`src/rtl/sw_conditioner.sv`:
```
// sw_conditioner: two-flop synchronizer and per-bit debouncer for the slide switches, with edge pulses.
// Optional SWCOND_CHG_COUNT_EN builds an 8-bit accepted-change counter on CHG_COUNT.
module sw_conditioner #(
    parameter int DEBOUNCE_CYCLES = 500000,
    parameter int CNT_W = 20
) (
    input  logic       CLOCK_50,
    input  logic       RESET_N,
    input  logic [9:0] SW,
    output logic [9:0] SW_CLEAN,
    output logic [9:0] SW_RISE,
    output logic [9:0] SW_FALL,
    output logic       SW_CHANGED,
    output logic [7:0] CHG_COUNT
);
    localparam logic [CNT_W-1:0] LAST = CNT_W'(DEBOUNCE_CYCLES - 1);
    logic [9:0] sync1, sync2, accept;
    genvar b;
    for (b = 0; b < 10; b++) begin : g_bit
        logic [CNT_W-1:0] cnt;
        assign accept[b] = (sync2[b] != SW_CLEAN[b]) && (cnt == LAST);
        always_ff @(posedge CLOCK_50 or negedge RESET_N)
            if (!RESET_N) cnt <= '0;
            else cnt <= (sync2[b] == SW_CLEAN[b] || accept[b]) ? '0 : cnt + CNT_W'(1);
    end
    always_ff @(posedge CLOCK_50 or negedge RESET_N)
        if (!RESET_N) begin
            sync1      <= '0;
            sync2      <= '0;
            SW_CLEAN   <= '0;
            SW_RISE    <= '0;
            SW_FALL    <= '0;
            SW_CHANGED <= 1'b0;
        end else begin
            sync1      <= SW;
            sync2      <= sync1;
            SW_CLEAN   <= SW_CLEAN ^ accept;
            SW_RISE    <= accept & sync2;
            SW_FALL    <= accept & ~sync2;
            SW_CHANGED <= |accept;
        end
`ifdef SWCOND_CHG_COUNT_EN
    // Counts alongside SW_CHANGED so both become visible in the same cycle.
    always_ff @(posedge CLOCK_50 or negedge RESET_N)
        if (!RESET_N) CHG_COUNT <= '0;
        else CHG_COUNT <= CHG_COUNT + {7'd0, |accept};
`else
    assign CHG_COUNT = 8'd0;
`endif
endmodule

```
`config.mk`:
```
export PLATFORM = sky130hd
export DESIGN_NAME = sw_conditioner
export DESIGN_NICKNAME = d
export VERILOG_FILES = /design/src/rtl/sw_conditioner.sv
export SDC_FILE = /design/constraint.sdc
export NUM_CORES = 1
export LEC_CHECK = 0
export BUFFER_PORTS_ARGS = -buffer_cell sky130_fd_sc_hd__clkbuf_2
export CAP_MARGIN = 25
export CORE_MARGIN = 10
export CORE_UTILIZATION = 48
export DETAILED_ROUTE_END_ITERATION = 10
export PLACE_DENSITY = 0.64
export SYNTH_ARGS = -nofsm -noshare
export SYNTH_HDL_FRONTEND = slang
export SYNTH_SLANG_ARGS = --single-unit
```
`constraint.sdc`:
```
create_clock -name CLOCK_50 -period 3.7 [get_ports CLOCK_50]
set_input_delay 0.555 -clock CLOCK_50 [delete_from_list [all_inputs] [get_ports CLOCK_50]]
set_output_delay 0.555 -clock CLOCK_50 [all_outputs]
set_load 0.01 [all_outputs]
```
## Yosys cells after proc, flatten, opt, wreduce, memory -nomap -nowiden

Index checks and enable logic that the tools add are counted.

| word-level totals | value |
|---|---|
| input bits | 12 |
| flip-flop bits (word level) | 251 |
| logic and storage cells | 91 |
| output and inout port bits | 39 |

| operators by class | value |
|---|---|
| bitwise gates (word level) | 4 |
| reductions and logical operators | 21 |
| eq/ne operators | 30 |
| add/subtract/negate cells | 10 |
| mux-type cells | 10 |

Operators by type and width:

| operator | count |
|---|---|
| adder 20 x 1 -> 20 bit, second input constant | 10 |
| == test 20 x 19 -> 1 bit, second input constant | 10 |
| 2-to-1 mux 20 bit | 10 |
| AND 10 bit | 2 |
| == test 1 bit | 10 |
| logical AND 1 bit | 10 |
| logical OR 1 bit | 10 |
| != test 1 bit | 10 |
| NOT 10 bit | 1 |
| OR reduction 10 bit | 1 |
| XOR 10 bit | 1 |

## Longest topological paths before layout

| logic depth | value |
|---|---|
| depth in word-level cells | 4 |
| mapped depth | 8 |

## Worst setup path after synthesis

OpenSTA, ideal clock, no wires.

| timing | value |
|---|---|
| path kind | register -> register |
| from | register g_bit[9].cnt[0] |
| to | register g_bit[9].cnt[12] |
| period minus slack after synthesis | 1.987 ns |
| stages on the path, launching flop included | 9 |
| path slack | 1.713 ns |
| arrival time | 1.868 ns |
| required time | 3.581 ns |
| library setup time | 0.119 ns |
| path through | dfrtp_1 > ha_1 > nand4_1 > or4_1 > or3_1 > buf_2 > nand2_2 > buf_4 > nor2_1 |

| between the ends | value |
|---|---|
| word-level cells in the longest chain between the ends | 4 |
| elaborated cells on any way between the ends | 5 |
| classes of those cells | add/sub: 1; eq/ne: 1; mux: 1; reduce/logical: 2 |

RTL lines:

| item | RTL line | source |
|---|---|---|
| from (decl) | 20 | `logic [CNT_W-1:0] cnt;` |
| from (signal assigned) | 24 | `else cnt <= (sync2[b] == SW_CLEAN[b] \|\| accept[b]) ? '0 : cnt + CNT_W'(1);` |
| branches (longest 3 deep; another with adder 20 x 1 -> 20 bit) | -- |  |
| 2-to-1 mux 20 bit (*) | 24 |  |

Every way passes the cells marked *.

## Final worst setup path

| timing | value |
|---|---|
| from | register g_bit[2].cnt[0] |
| to | register SW_CHANGED |

| between the ends | value |
|---|---|
| word-level cells in the longest chain between the ends | 3 |

RTL lines:

| item | RTL line | source |
|---|---|---|
| from (decl) | 20 |  |
| from (signal assigned) | 24 |  |
| == test 20 x 19 -> 1 bit | 21 | `assign accept[b] = (sync2[b] != SW_CLEAN[b]) && (cnt == LAST);` |
| logical AND 1 bit | 21 |  |
| OR reduction 10 bit | 40 | `SW_CHANGED <= \|accept;` |
| to (signal assigned) | 40 |  |
| to (decl) | 13 | `output logic SW_CHANGED,` |

No other way between the ends.

==> key figures <==
STA
  • Final setup violation count: 0
  • Count of final hold-check violations: 0
  • Achievable Freq: ~460 MHz
  • Final worst clock skew: ~0.009 ns
  • Setup TNS: 0 ns
  • Final slew viol count: 0
  • Minimum period implied by the final worst setup slack: 2.20 ns
  • Relative slew slack: 48.6%
  • Worst-case setup margin in the final layout: around 1.5 ns
  • Final Cycle Share: between 50% and 60%
  • Transition at the pin with the smallest max-transition slack: between 0.7 and 0.8 ns
  • RSZ-0062 raised after global routing: false

Clock network
  • Clock-pin slew on the worst setup and hold paths: ~0.060 ns
  • Cell at the root of the clock tree: clkbuf_16
  • Setup fix buffers added after clock tree synthesis: 0
  • # H-tree levels: 1
  • CTS max path bufs: 3
  • Clock tree from TritonCTS: yes
  • Clock tree sinks: between 200 and 300
  • Insertion delay of the later-clocked pin in the worst-skew pair: 0.52 ns
  • Num CTS Buffers: 27
  • Cts hold-fix bufs: 0
  • Number of instances resized during post-cts repair: 0

Global route
  • Grt met2 use: 21.4%
  • Overall track demand over capacity in global routing: roughly 14%
  • Met1 global-route usage: 19.9%
  • First-pass GRT wire length: approximately 37 mm
  • Antenna violations before repair: 0
  • Met3 track demand over resource in global routing: roughly 2.6%
  • Layer carrying the most global-route usage: met2
  • Gr ovfl total: 0
  • Largest net degree at the start of global routing: between 90 and 100
  • Number of global-route vias before repair: around 7,600

Yosys
  • Most frequent cell after synthesis: dfrtp_1
  • Top cells by area, synth: dfrtp_1 (55%), nor2_1 (7.8%), xnor2_1 (7.7%), xor2_1 (6.7%), nand3_1 (3.6%)
  • Most numerous cell types in the synthesized netlist: dfrtp_1 (251), nor2_1 (238), xnor2_1 (101)
  • Fraction of synthesis flops using an asynchronous set or reset pin: 100%
  • Yosys top cell area share: a little over half
  • Sequential element share of the synthesized area: 54.6%
  • Synthesized instance count: approximately 1,100
  • Warnings, synthesis: 0
  • EDFF count, synth: 0
  • Synthesized area per cell: 10.3 um2
  • Post-synthesis cell type with the largest combined area: dfrtp_1
  • Main synth FF type: dfrtp_1
  • Synth cell types: about 40
  • Syn Std Cell Area: roughly 12,000 um2
  • Flops & latches, synth: 251

Die
  • Number of top-level design ports: slightly above 50
  • Starting utilization of the core area: between 40 and 50%
  • Vertical die dimension: approximately 170 um
  • Area enclosed by the die boundary: about 31,000 um2
  • Placement row count: 56
  • Width of the die: roughly 170 um
  • Core Area: about 24,000 um2

Setup path
  • Arr. time, crit path: between 2 and 3 ns
  • Kind of end point of the critical path: flip-flop
  • Maximum net fanout on the critical path: 5
  • Data required time at the worst endpoint: 4.07 ns
  • CP Launch Type: flip-flop
  • Worst setup path category: reg2reg

Place
  • Half-perimeter wire length after placement: about 14 mm
  • Final weighted congestion in routability-driven placement: a little over 0.8
  • Worst slack, placed: 1.47 ns
  • Number of port buffers: 42

Route
  • Ratio of routed vias to standard cells: 5.18
  • Detailed-route via count: around 7,800
  • First drt pass iteration count: 4
  • Total Routed Length: 21.4 mm
  • Residual DRC count: 0
  • Wire length per cell: 14.2 um
  • Initial detailed-routing violation count: 455
  • Number of nets still failing antenna checks after routing: 0

Worst hold path
  • Type of the worst min-delay path: in2async

Layout
  • Area delta synth->final: 12.6%
  • Net total in the final layout: 1,191
  • Antenna Cells: 0
  • Share of layout cells above drive strength 1: under 10%

Power and ir drop
  • Leakage Power: around 5.5 nW
  • Switch Pwr: 1.22 mW
  • Pwr Density: 444 nW/um2
  • Comb pwr share: roughly 2.7%
  • Relative contribution of the clock network to total power: about half
  • Maximum resistive drop on vdd: 0.000280 V
  • Share of total power consumed by net switching: between 20% and 30%
  • Power share of the sequential group: 49.0%
  • Cell-internal power: 4.53 mW

Job
  • Number of max-capacitance violations reported: 0

Run status
  • Outcome: finished, final reports clean
-- cells by family (layout without fill, tap and decap cells) --
kind of cell | Yosys count | in the layout | share of synthesized area (%)
flops | 251 | 251 | 54.6
simple gates | 602 | 602 | 26.3
mux | 10 | 10 | 1.01
compound gates | 7 | 7 | 0.479
xor+xnor | 189 | 189 | 14.4
buf+inv | 50 | 111 | 2.06
fa+ha+maj | 10 | 10 | 1.09
other cells | 1 | 8 | 0.0326
-- worst max-delay path: stages (launching register included) --
cell and delay [ns]:
dfrtp_1 0.41, ha_1 0.25, and3_1 0.25, nand4_1 0.13, o32ai_1 0.18, nor4_1 0.66, nand3b_1 0.15
-- layout make-up --
class,instances,area (um2)
clock inverter,14,174
multi-input combinational,826,5010
timing repair buffer,46,275
clock buffer,34,752
tap,319,399
sequential,251,6280
fill,2085,10600
inverter,17,63.8
-- final timing paths --
path,from,end,slack [ns],depth (start not counted)
max reg2reg,g_bit[2].cnt[0],SW_CHANGED,1.50,6
max,g_bit[2].cnt[0],SW_CHANGED,1.50,6
min reg2reg,sync1[3],sync2[3],0.35,0
max in group asynchronous,RESET_N,g_bit[8].cnt[0],2.82,2
min,RESET_N,g_bit[7].cnt[8],0.04,1
min in group CLOCK_50,SW[3],sync1[3],0.14,1
-- metal layers --
layer	up-vias	share of wire, %	wire (um)
li1	3908	-	-
met5	-	0	0
met3	36	3.6	772
met2	83	44	9480
met1	3780	50	10600
met4	0	2.3	486
-- sequential cells by signal, summed over array words and instances (netlist names), named ones only --
signal and count:
SW_RISE 10, SW_CHANGED 1, g_bit.cnt 200, SW_FALL 10, sync1 10, sync2 10
-- per-stage QoR --
stage               hold WS (ns)  total power, mW  cell area (um2)  instances  utilization (%)
floorplan                  0.259             2.94            11500       1127                -
global placement           0.333             3.03            12000       1459             51.1
finish                    0.0364             5.76            13000       1507             55.0
CTS                       0.0766             5.84            13000       1507             55.0
global route              0.0983             5.98            13000       1507             55.0
detailed placement         0.336             3.03            12000       1459             51.1
-- layout by cell type (no fill, tap or decap), types with 8 or more instances in the layout --
cell         n
conb_1       8
xnor2_1    101
clkbuf_16   27
nand3_1     83
nor3_1      27
nor4b_1     22
inv_1       16
clkbuf_2    41
nor3b_1     18
mux2_2       9
clkinv_2     9
ha_1        10
nor4_1      27
nor2_1     238
xor2_1      88
dfrtp_1    251
nand2_1     61
nand4_1     55
and3_1      30
and4_1      16
-- power groups by stage --
stage	clock [mW]	sequential (mW)	combinational, mW
after floorplan	0	2.86	0.0836
after global placement	0	2.87	0.162
after detailed placement	0	2.87	0.163
after CTS	2.86	2.82	0.163
after global routing	2.98	2.82	0.184
final	2.78	2.82	0.156
Power figures use the tool's default switching activity.
